File: src/rtl/ntt_dispatcher_if.sv
`default_nettype none
// ----------------------------------------------------------------------------
// ntt_dispatcher_if : host command channel and NTT engine handshake
// Revision: 1.0
// ----------------------------------------------------------------------------
interface ntt_dispatcher_if;
   logic        cmd_valid;
   logic [63:0] cmd_data;
   logic        cmd_ready;
   logic        ntt_start;
   logic        ntt_mode;
   logic [55:0] ntt_addr;
   logic        ntt_done;

   // master is the surrounding system (host + engine); slave is the dispatcher
   modport master (
      output cmd_valid, cmd_data, ntt_done,
      input  cmd_ready, ntt_start, ntt_mode, ntt_addr
   );

   modport slave (
      input  cmd_valid, cmd_data, ntt_done,
      output cmd_ready, ntt_start, ntt_mode, ntt_addr
   );
endinterface
`default_nettype wire

File: src/rtl/ntt_dispatcher.sv
`default_nettype none
// ----------------------------------------------------------------------------
// ntt_dispatcher : FIFO-buffered command dispatcher for the NTT engine
// Revision: 1.0
// ----------------------------------------------------------------------------
module ntt_dispatcher #(
   parameter int DEPTH          = 4,
   parameter int TIMEOUT_CYCLES = 1048576,
   parameter int CNT_W          = 16
) (
   input  logic                         clk,
   input  logic                         rst,
   ntt_dispatcher_if.slave              bus,
   output logic                         halted,
   output logic                         busy,
   output logic                         err_illegal,
   output logic                         err_timeout,
   output logic [CNT_W-1:0]             op_count,
   output logic [$clog2(DEPTH+1)-1:0]   fifo_level
);

   localparam int PTR_W = $clog2(DEPTH);
   localparam int LVL_W = $clog2(DEPTH+1);
   localparam int TMO_W = $clog2(TIMEOUT_CYCLES+1);

   localparam logic [7:0] OP_NOP  = 8'h00;
   localparam logic [7:0] OP_NTT  = 8'h01;
   localparam logic [7:0] OP_INTT = 8'h02;
   localparam logic [7:0] OP_HALT = 8'hFF;

   typedef enum logic [1:0] {
      IDLE   = 2'd0,
      ISSUE  = 2'd1,
      WAIT   = 2'd2,
      HALTED = 2'd3
   } state_t;

   state_t             state;
   logic [63:0]        mem [DEPTH];
   logic [PTR_W-1:0]   wr_ptr;
   logic [PTR_W-1:0]   rd_ptr;
   logic [LVL_W-1:0]   level;
   logic [TMO_W-1:0]   tmo_cnt;

   logic               full;
   logic               empty;
   logic               push;
   logic               pop;
   logic [63:0]        head;
   logic [7:0]         opcode;

   assign full   = (level == LVL_W'(DEPTH));
   assign empty  = (level == '0);
   // a full FIFO refuses a push even when a pop frees a slot this cycle
   assign bus.cmd_ready = !full && !halted;
   assign push   = bus.cmd_valid && bus.cmd_ready;
   assign pop    = (state == IDLE) && !empty;
   assign head   = mem[rd_ptr];
   assign opcode = head[63:56];

   assign busy       = (state != IDLE) || !empty;
   assign fifo_level = level;

   always_ff @(posedge clk) begin
      if (push) begin
         mem[wr_ptr] <= bus.cmd_data;
      end
   end

   always_ff @(posedge clk or posedge rst) begin
      if (rst) begin
         wr_ptr <= '0;
         rd_ptr <= '0;
         level  <= '0;
      end else begin
         if (push) begin
            wr_ptr <= wr_ptr + PTR_W'(1);
         end
         if (pop) begin
            rd_ptr <= rd_ptr + PTR_W'(1);
         end
         case ({push, pop})
            2'b10:   level <= level + LVL_W'(1);
            2'b01:   level <= level - LVL_W'(1);
            default: level <= level;
         endcase
      end
   end

   always_ff @(posedge clk or posedge rst) begin
      if (rst) begin
         state        <= IDLE;
         tmo_cnt      <= '0;
         bus.ntt_start <= 1'b0;
         bus.ntt_mode  <= 1'b0;
         bus.ntt_addr  <= '0;
         halted       <= 1'b0;
         err_illegal  <= 1'b0;
         err_timeout  <= 1'b0;
         op_count     <= '0;
      end else begin
         bus.ntt_start <= 1'b0;
         case (state)
            IDLE: begin
               if (pop) begin
                  case (opcode)
                     OP_NTT, OP_INTT: begin
                        bus.ntt_mode  <= (opcode == OP_INTT);
                        bus.ntt_addr  <= head[55:0];
                        bus.ntt_start <= 1'b1;
                        state         <= ISSUE;
                     end
                     OP_NOP: begin
                        state <= IDLE;
                     end
                     OP_HALT: begin
                        halted <= 1'b1;
                        state  <= HALTED;
                     end
                     default: begin
                        err_illegal <= 1'b1;
                     end
                  endcase
               end
            end
            ISSUE: begin
               tmo_cnt <= '0;
               state   <= WAIT;
            end
            WAIT: begin
               // done takes priority over a timeout landing in the same cycle
               if (bus.ntt_done) begin
                  op_count <= op_count + CNT_W'(1);
                  state    <= IDLE;
               end else if (tmo_cnt == TMO_W'(TIMEOUT_CYCLES - 1)) begin
                  err_timeout <= 1'b1;
                  state       <= IDLE;
               end else begin
                  tmo_cnt <= tmo_cnt + TMO_W'(1);
               end
            end
            HALTED: begin
               state <= HALTED;
            end
            default: begin
               state <= IDLE;
            end
         endcase
      end
   end

endmodule
`default_nettype wire

File: src/flat_wrapper.sv
// flat-port wrapper written by rule: the top's interface ports become plain ports
module ntt_dispatcher_flat 
#(
   parameter int DEPTH          = 4,
   parameter int TIMEOUT_CYCLES = 1048576,
   parameter int CNT_W          = 16
)
  (clk, rst, halted, busy, err_illegal, err_timeout, op_count, fifo_level, bus_cmd_valid, bus_cmd_data, bus_ntt_done, bus_cmd_ready, bus_ntt_start, bus_ntt_mode, bus_ntt_addr);
  ntt_dispatcher_if bus_i ();
  input  logic clk;
  input  logic rst;
  output logic halted;
  output logic busy;
  output logic err_illegal;
  output logic err_timeout;
  output logic [CNT_W-1:0] op_count;
  output logic [$clog2(DEPTH+1)-1:0] fifo_level;
  input wire logic [$bits(bus_i.cmd_valid)-1:0] bus_cmd_valid;
  input wire logic [$bits(bus_i.cmd_data)-1:0] bus_cmd_data;
  input wire logic [$bits(bus_i.ntt_done)-1:0] bus_ntt_done;
  output wire logic [$bits(bus_i.cmd_ready)-1:0] bus_cmd_ready;
  output wire logic [$bits(bus_i.ntt_start)-1:0] bus_ntt_start;
  output wire logic [$bits(bus_i.ntt_mode)-1:0] bus_ntt_mode;
  output wire logic [$bits(bus_i.ntt_addr)-1:0] bus_ntt_addr;
  assign bus_i.cmd_valid = bus_cmd_valid;
  assign bus_i.cmd_data = bus_cmd_data;
  assign bus_i.ntt_done = bus_ntt_done;
  assign bus_cmd_ready = bus_i.cmd_ready;
  assign bus_ntt_start = bus_i.ntt_start;
  assign bus_ntt_mode = bus_i.ntt_mode;
  assign bus_ntt_addr = bus_i.ntt_addr;
  ntt_dispatcher #(.DEPTH(DEPTH), .TIMEOUT_CYCLES(TIMEOUT_CYCLES), .CNT_W(CNT_W)) u_core (.clk(clk), .rst(rst), .bus(bus_i), .halted(halted), .busy(busy), .err_illegal(err_illegal), .err_timeout(err_timeout), .op_count(op_count), .fifo_level(fifo_level));
endmodule
File: config.mk
export PLATFORM = sky130hd
export DESIGN_NAME = ntt_dispatcher_flat
export DESIGN_NICKNAME = d
export VERILOG_FILES = /design/src/rtl/ntt_dispatcher_if.sv /design/src/rtl/ntt_dispatcher.sv /design/src/flat_wrapper.sv
export SDC_FILE = /design/constraint.sdc
export NUM_CORES = 1
export LEC_CHECK = 0
export BUFFER_PORTS_ARGS = -buffer_cell sky130_fd_sc_hd__buf_2
export CELL_PAD_IN_SITES_DETAIL_PLACEMENT = 2
export CELL_PAD_IN_SITES_GLOBAL_PLACEMENT = 2
export CORE_MARGIN = 2
export CORE_UTILIZATION = 48
export DETAILED_ROUTE_END_ITERATION = 8
export HOLD_SLACK_MARGIN = 0.1
export PLACE_DENSITY_LB_ADDON = 0.1
export SYNTH_ARGS = -nofsm -noshare
export SYNTH_HDL_FRONTEND = slang
export SYNTH_SLANG_ARGS = --single-unit
File: constraint.sdc
create_clock -name clk -period 7.3 [get_ports clk]
set_clock_uncertainty 0.2 [all_clocks]
set_input_delay 0.365 -clock clk [delete_from_list [all_inputs] [get_ports clk]]
set_output_delay 0.365 -clock clk [all_outputs]
set_load 0.05 [all_outputs]
# Yosys cells after proc, flatten, opt, wreduce, memory -nomap -nowiden
# Memory sizes are Yosys's and may differ from the RTL's.
# Cells that the tools add are included.
classes:
  add_sub_neg: 6
  eq_ne: 15
  mux: 14
  n_bitwise: 2
  n_reduce_logical: 22
ops:
  columns: ["operator", "count"]
  rows:
  - ["21-bit two-way mux", 2]
  - ["21-bit one-hot mux with 2 select lines", 1]
  - ["21-bit by 1-bit adder with 21-bit output (second input constant)", 1]
  - ["21-bit by 20-bit == test with 1-bit output (second input constant)", 1]
  - ["3-bit AND reduction", 6]
  - ["16-bit by 1-bit adder with 16-bit output (second input constant)", 1]
  - ["8-bit by 1-bit == test with 1-bit output (second input constant)", 1]
  - ["8-bit by 2-bit == test with 1-bit output (second input constant)", 1]
  - ["8-bit == test (second input constant)", 1]
  - ["8-bit zero test", 1]
  - ["2-bit one-hot mux with 4 select lines", 1]
  - ["2-bit == test (second input constant)", 3]
  - ["2-bit two-way mux", 3]
  - ["2-bit one-hot mux with 3 select lines", 1]
  - ["3-bit one-hot mux with 2 select lines", 1]
  - ["2-bit nonzero test", 3]
  - ["1-bit two-way mux", 5]
  - ["2-bit by 1-bit adder with 2-bit output (second input constant)", 2]
  - ["2-bit by 1-bit == test with 1-bit output (second input constant)", 2]
  - ["2-bit != test (second input constant)", 2]
  - ["4-bit != test (second input constant)", 1]
  - ["4-bit OR reduction", 1]
  - ["3-bit by 1-bit adder with 3-bit output (second input constant)", 1]
  - ["3-bit == test (second input constant)", 1]
  - ["other kinds (11)", 16]
totals:
  register_bits: 107
  ram_bits: 256
  input_bits: 68
  output_inout_bits: 82
  word_cells: 72
  n_memories: 1
memory_table:
  columns: ["memory", "depth", "word_bits", "read_ports", "rd_clocked_by_memory_dff", "write_ports", "line_no", "rtl"]
  rows:
  - ["u_core.mem", 4, 64, 1, 0, 1, "ntt_dispatcher.sv:39", "logic [63:0] mem [DEPTH];"]

# Longest topological paths before layout
depth:
  depth_word: 6
  ltp_mapped: 10
  depth_no_buf: 10

# Worst setup path before layout
# Ideal clock, no wire load.
synth_timing:
  path_kind: "flip-flop to flip-flop"
  from: "register u_core.level[1] (netlist: u_core.fifo_level[1])"
  to: "memory u_core.mem[0][0], enable pin"
  setup_ns: 0.429
  arrival_time_ns: 3.550
  required_ns: 6.671
  path_slack_ns: 3.121
  path_stages_with_launch: 4
  n_path_buf: 0
  synth_period_minus_slack_ns: 4.179
  cell_sequence: "dfrtp_1 inv_1 a31oi_1 and3_1"
synth_between:
  elab_chain_len: 6
synth_lines:
  columns: ["item", "line_no", "rtl"]
  rows:
  - ["start, declared", "ntt_dispatcher.sv:42", "logic [LVL_W-1:0] level;"]
  - ["start signal, assigned", "ntt_dispatcher.sv:83", "2'b10: level <= level + LVL_W'(1);"]
  - ["start signal, assigned", "ntt_dispatcher.sv:84", "2'b01: level <= level - LVL_W'(1);"]
  - ["start signal, assigned", "ntt_dispatcher.sv:85", "default: level <= level;"]
  - ["3-bit == test", "ntt_dispatcher.sv:52", "assign full = (level == LVL_W'(DEPTH));"]
  - ["1-bit zero test", "ntt_dispatcher.sv:55", "assign bus.cmd_ready = !full && !halted;"]
  - ["1-bit logical AND", "ntt_dispatcher.sv:55", null]
  - ["named net bus_cmd_ready", "flat_wrapper.sv:21", "output wire logic [$bits(bus_i.cmd_ready)-1:0] bus_cmd_ready;"]
  - ["1-bit logical AND", "ntt_dispatcher.sv:56", "assign push = bus.cmd_valid && bus.cmd_ready;"]
  - ["1-bit two-way mux", "ntt_dispatcher.sv:65", "if (push) begin"]
  - ["1-bit two-way mux (implied by the code)", "ntt_dispatcher.sv:66", "mem[wr_ptr] <= bus.cmd_data;"]
  - ["end, declared", "ntt_dispatcher.sv:39", null]
# The timed path passes the listed nets, and every way through them passes these cells.

# Final worst setup path
layout_timing:
  from: "register u_core.rd_ptr[0]"
  to: "register u_core.bus.ntt_addr[47]"
layout_between:
  elab_chain_len: 4
  word_cells_on_any_way: 5
  classes_between: "eq/ne (2); reduce/logical (2); memory (1)"
layout_lines:
  columns: ["item", "line_no", "rtl"]
  rows:
  - ["start, declared", "ntt_dispatcher.sv:41", "logic [PTR_W-1:0] rd_ptr;"]
  - ["start signal, assigned", "ntt_dispatcher.sv:80", "rd_ptr <= rd_ptr + PTR_W'(1);"]
  - ["memory 4 x 64 bit (*)", null, null]
  - ["8-bit by 1-bit == test with 1-bit output or 8-bit by 2-bit == test with 1-bit output (tied branches)", "ntt_dispatcher.sv:106", "case (opcode)"]
  - ["2-bit OR reduction", "ntt_dispatcher.sv:106", null]
  - ["3-bit AND reduction (no source line)", null, null]
  - ["end signal, assigned", "ntt_dispatcher.sv:109", "bus.ntt_addr <= head[55:0];"]
  - ["end, declared", "ntt_dispatcher_if.sv:23", "output cmd_ready, ntt_start, ntt_mode, ntt_addr"]
# Mark *: on every way between the ends. The rest lies on a longest branch, timed or not.
# A chain may end at the register's enable or synchronous reset.

==> metrics.cfg <==
[worst_setup_path]
crit_slowest_cell = and4_4
slowest_delay_ns = 1.01
critPathKind = reg2reg
cp.required_ns = 7.50
cp_max_fo = 58
crit_chain = buf_4 -> mux4_2 -> nor2_1 -> and4_4 -> mux2_2
worstSetupEndpointType = flip-flop
start_kind = flip-flop
cp.arrival_ns = 4.61

[grt]
grt_usage_pct = 27.2
grt_overflow = 0
grt_max_degree = 66
grt_pass1_vias = 8998
grt_antenna_before_repair = 3
grt_pass1_wl_um = 61300

[placement]
gp_congestion = 0.764
dpl.hpwl_um = 19700
buffer_ports.inserted = 149

[cts]
cts_root_buffer = clkbuf_16
cts_max_level = 2
clkTransAtPathRegs_ns = 0.07
post-cts-setup-buffers = 0
clk_latency_ns = 0.54
clock_sinks = 363
clk_path_buf_depth = 3
numCtsBuffers = 39
cts.hold.buffers_added = 66
cts_tree = built
post_cts_resized = 0

[power]
seqPwrFrac_pct = 43.3
intPower_mw = 4.68
power.density_nw_per_um2 = 418
finalPower_mw = 7.18
switching_share_pct = 34.8
clkPwrFrac_pct = 29.1
power_switching_mw = 2.50
power_frac_comb_pct = 27.5
p_leak_nw = 6.59
ir_worst_vdd_uv = 242

[yosys]
syn_inst = 721
synth-edff-count = 256
async_flop_share_pct = 29.5
syn_avg_cell_area_um2 = 19.5
synth_area_leaders = edfxtp_1 (55%), dfrtp_1 (19%), mux4_2 (10%), mux2_2 (3.0%), mux2_4 (1.9%)
synth.yosys.warnings = 0
synth_nets = 797
yosysTopAreaCell = edfxtp_1
ys_seq_area_share_pct = 73.6
ys_ff_latch = 363
ys_types = 53
yosys_most_used_dff = edfxtp_1
synth_top_cell_area_share_pct = 54.6
syn_area_um2 = 14100

[timing]
setup_viol = 0
rsz0062_at_grt = no
timing.fmax_mhz = 227
relSlewSlack_pct = 26.1
tightest_slew_ns = 1.11
fin_crit_sh_pct = 60.4
hold_violations = 0
slew_violations = 0
tns_ns = 0
period_needed_ns = 4.41

[detailed_routing]
drc = 0
vias_per_cell = 5.67
dr.pass1.iters = 4
drt_iter0_markers = 551
drtAntennaViolNets = 0
wl_per_cell_um = 29.5
wirelength_um = 40400
vias = 7771

[floorplan]
initial_utilization_pct = 48.9
rows = 62
dieArea_um2 = 30700
die_x_um = 175
ios = 150
core_um2 = 28800
die_h_um = 175

[layout]
nNetsFinal = 1031
area_delta_synth_final_pct = 22.0
drive_above_1_share_pct = 34.9
n_fill_cell = 2368

[run_status]
outcome = completed

[worst_hold_path]
worstHoldPathType = in2reg

[flow_run]
cap_violations = 0

[worst paths after layout]
kind                                                            end  cells after the start                             from  slack (ns)
worst max-delay path            u_core.bus.ntt_addr[47]$_DFFE_PP0P_                      5     u_core.rd_ptr[0]$_DFFE_PP0P_        2.89
worst min-delay path                   u_core.wr_ptr[0]$_DFFE_PP0P_                      3                    bus_cmd_valid        0.16
worst max register to register  u_core.bus.ntt_addr[47]$_DFFE_PP0P_                      5     u_core.rd_ptr[0]$_DFFE_PP0P_        2.89
worst min register to register      u_core.op_count[15]$_DFFE_PP0P_                      1  u_core.op_count[15]$_DFFE_PP0P_        0.27
max in group asynchronous              u_core.rd_ptr[0]$_DFFE_PP0P_                      4                              rst        5.15
min in group asynchronous        u_core.bus.ntt_addr[8]$_DFFE_PP0P_                      3                              rst        0.35
[per-layer routing]
layer	share of wire (%)	track usage, %	vias up
met5	0.032	0	-
met4	1.7	6.01	2
met3	4.9	5.56	57
met2	54	49.0	215
met1	40	33.9	4159
li1	-	-	3338
[stage by stage]
stage,cell area (µm²),cells,setup WS (ns),util [%],hold slack (ns)
after floorplan,14100,721,3.12,-,0.260
after global placement,15200,1232,2.98,52.8,0.254
after detailed placement,15200,1232,2.80,52.8,0.272
after CTS,17200,1369,2.79,59.7,0.140
after global routing,17200,1370,2.62,59.7,0.192
final,17200,1371,2.89,59.7,0.163
[cells in the mapped netlist (all sizes together), types with 10 or more instances]
cell    count
dfrtp     107
xnor2      13
buf        11
nand4      10
nand2      27
clkbuf     15
mux2i      11
edfxtp    256
nor2       13
nand2b     10
mux2       58
mux4       64
inv        14
nand3      13
[layout by cell type (no fill, tap or decap), types with 8 or more instances in the layout]
master,instances
nand2_1,27
buf_2,149
nor2_1,13
mux2_2,38
nand3_1,13
inv_1,13
nand4_1,10
dfrtp_1,105
clkbuf_16,39
xor2_1,9
nand2b_1,10
mux4_2,63
clkbuf_8,8
dlygate4sd3_1,66
mux2_4,18
xnor2_1,13
clkbuf_1,9
edfxtp_1,256
mux2i_1,11
nor3_1,9
a21oi_1,9
[kinds of logic (layout without fill, tap and decap cells)]
group                    Yosys count  after routing  synth area share (%)
AO/OA/AOI/OAI                     34             34                  1.65
XOR/XNOR                          22             22                  1.37
adder cells (fa/ha/maj)            8              8                 0.764
buffers and inverters             40            304                  1.61
flip-flops                       363            363                  73.6
multiplexers                     133            133                  16.2
other                              0              2                     0
AND/OR/NAND/NOR                  121            121                  4.82
[worst max-delay path, delay by kind of cell, from the launching register on]
kind                   cells  cell delay [ns]
DFF                        1             0.96
buffers and inverters      1             0.66
and+or+nand+nor            2             1.35
muxes                      2             1.07
[power groups by stage]
stage	combinational (mW)	clock [mW]	sequential, mW
finish	1.98	2.09	3.11
CTS	1.95	2.07	3.08
global placement	1.80	0	3.05
detailed placement	1.89	0	3.11
floorplan	1.08	0	3.33
global route	2.09	2.20	3.16
[flip-flops by register name (all words and copies together), names as in the netlist]
register and count:
u_core.bus.ntt_addr 56, u_core.tmo_cnt 21, u_core.mem 256, u_core.bus.ntt_mode 1
u_core.wr_ptr 2, u_core.bus.ntt_start 1, u_core.rd_ptr 2, u_core.fifo_level 3
u_core.op_count 16, u_core.state 2, u_core.halted 1, u_core.err_timeout 1
u_core.err_illegal 1
[layout make-up]
| class | instances | area [µm²] | area share (%) |
|---|---|---|---|
| clock buffers | 56 | 1120 | 6.52 |
| repair buffers | 219 | 1440 | 8.36 |
| diodes | 2 | 5.00 | 0.0291 |
| clock inverters | 15 | 203 | 1.18 |
| flip-flops and latches | 363 | 10400 | 60.4 |
| inverters | 14 | 55.1 | 0.320 |
| multi-input cells | 318 | 3510 | 20.4 |
| well taps | 384 | 480 | 2.80 |
Power figures use the tool's default switching activity.
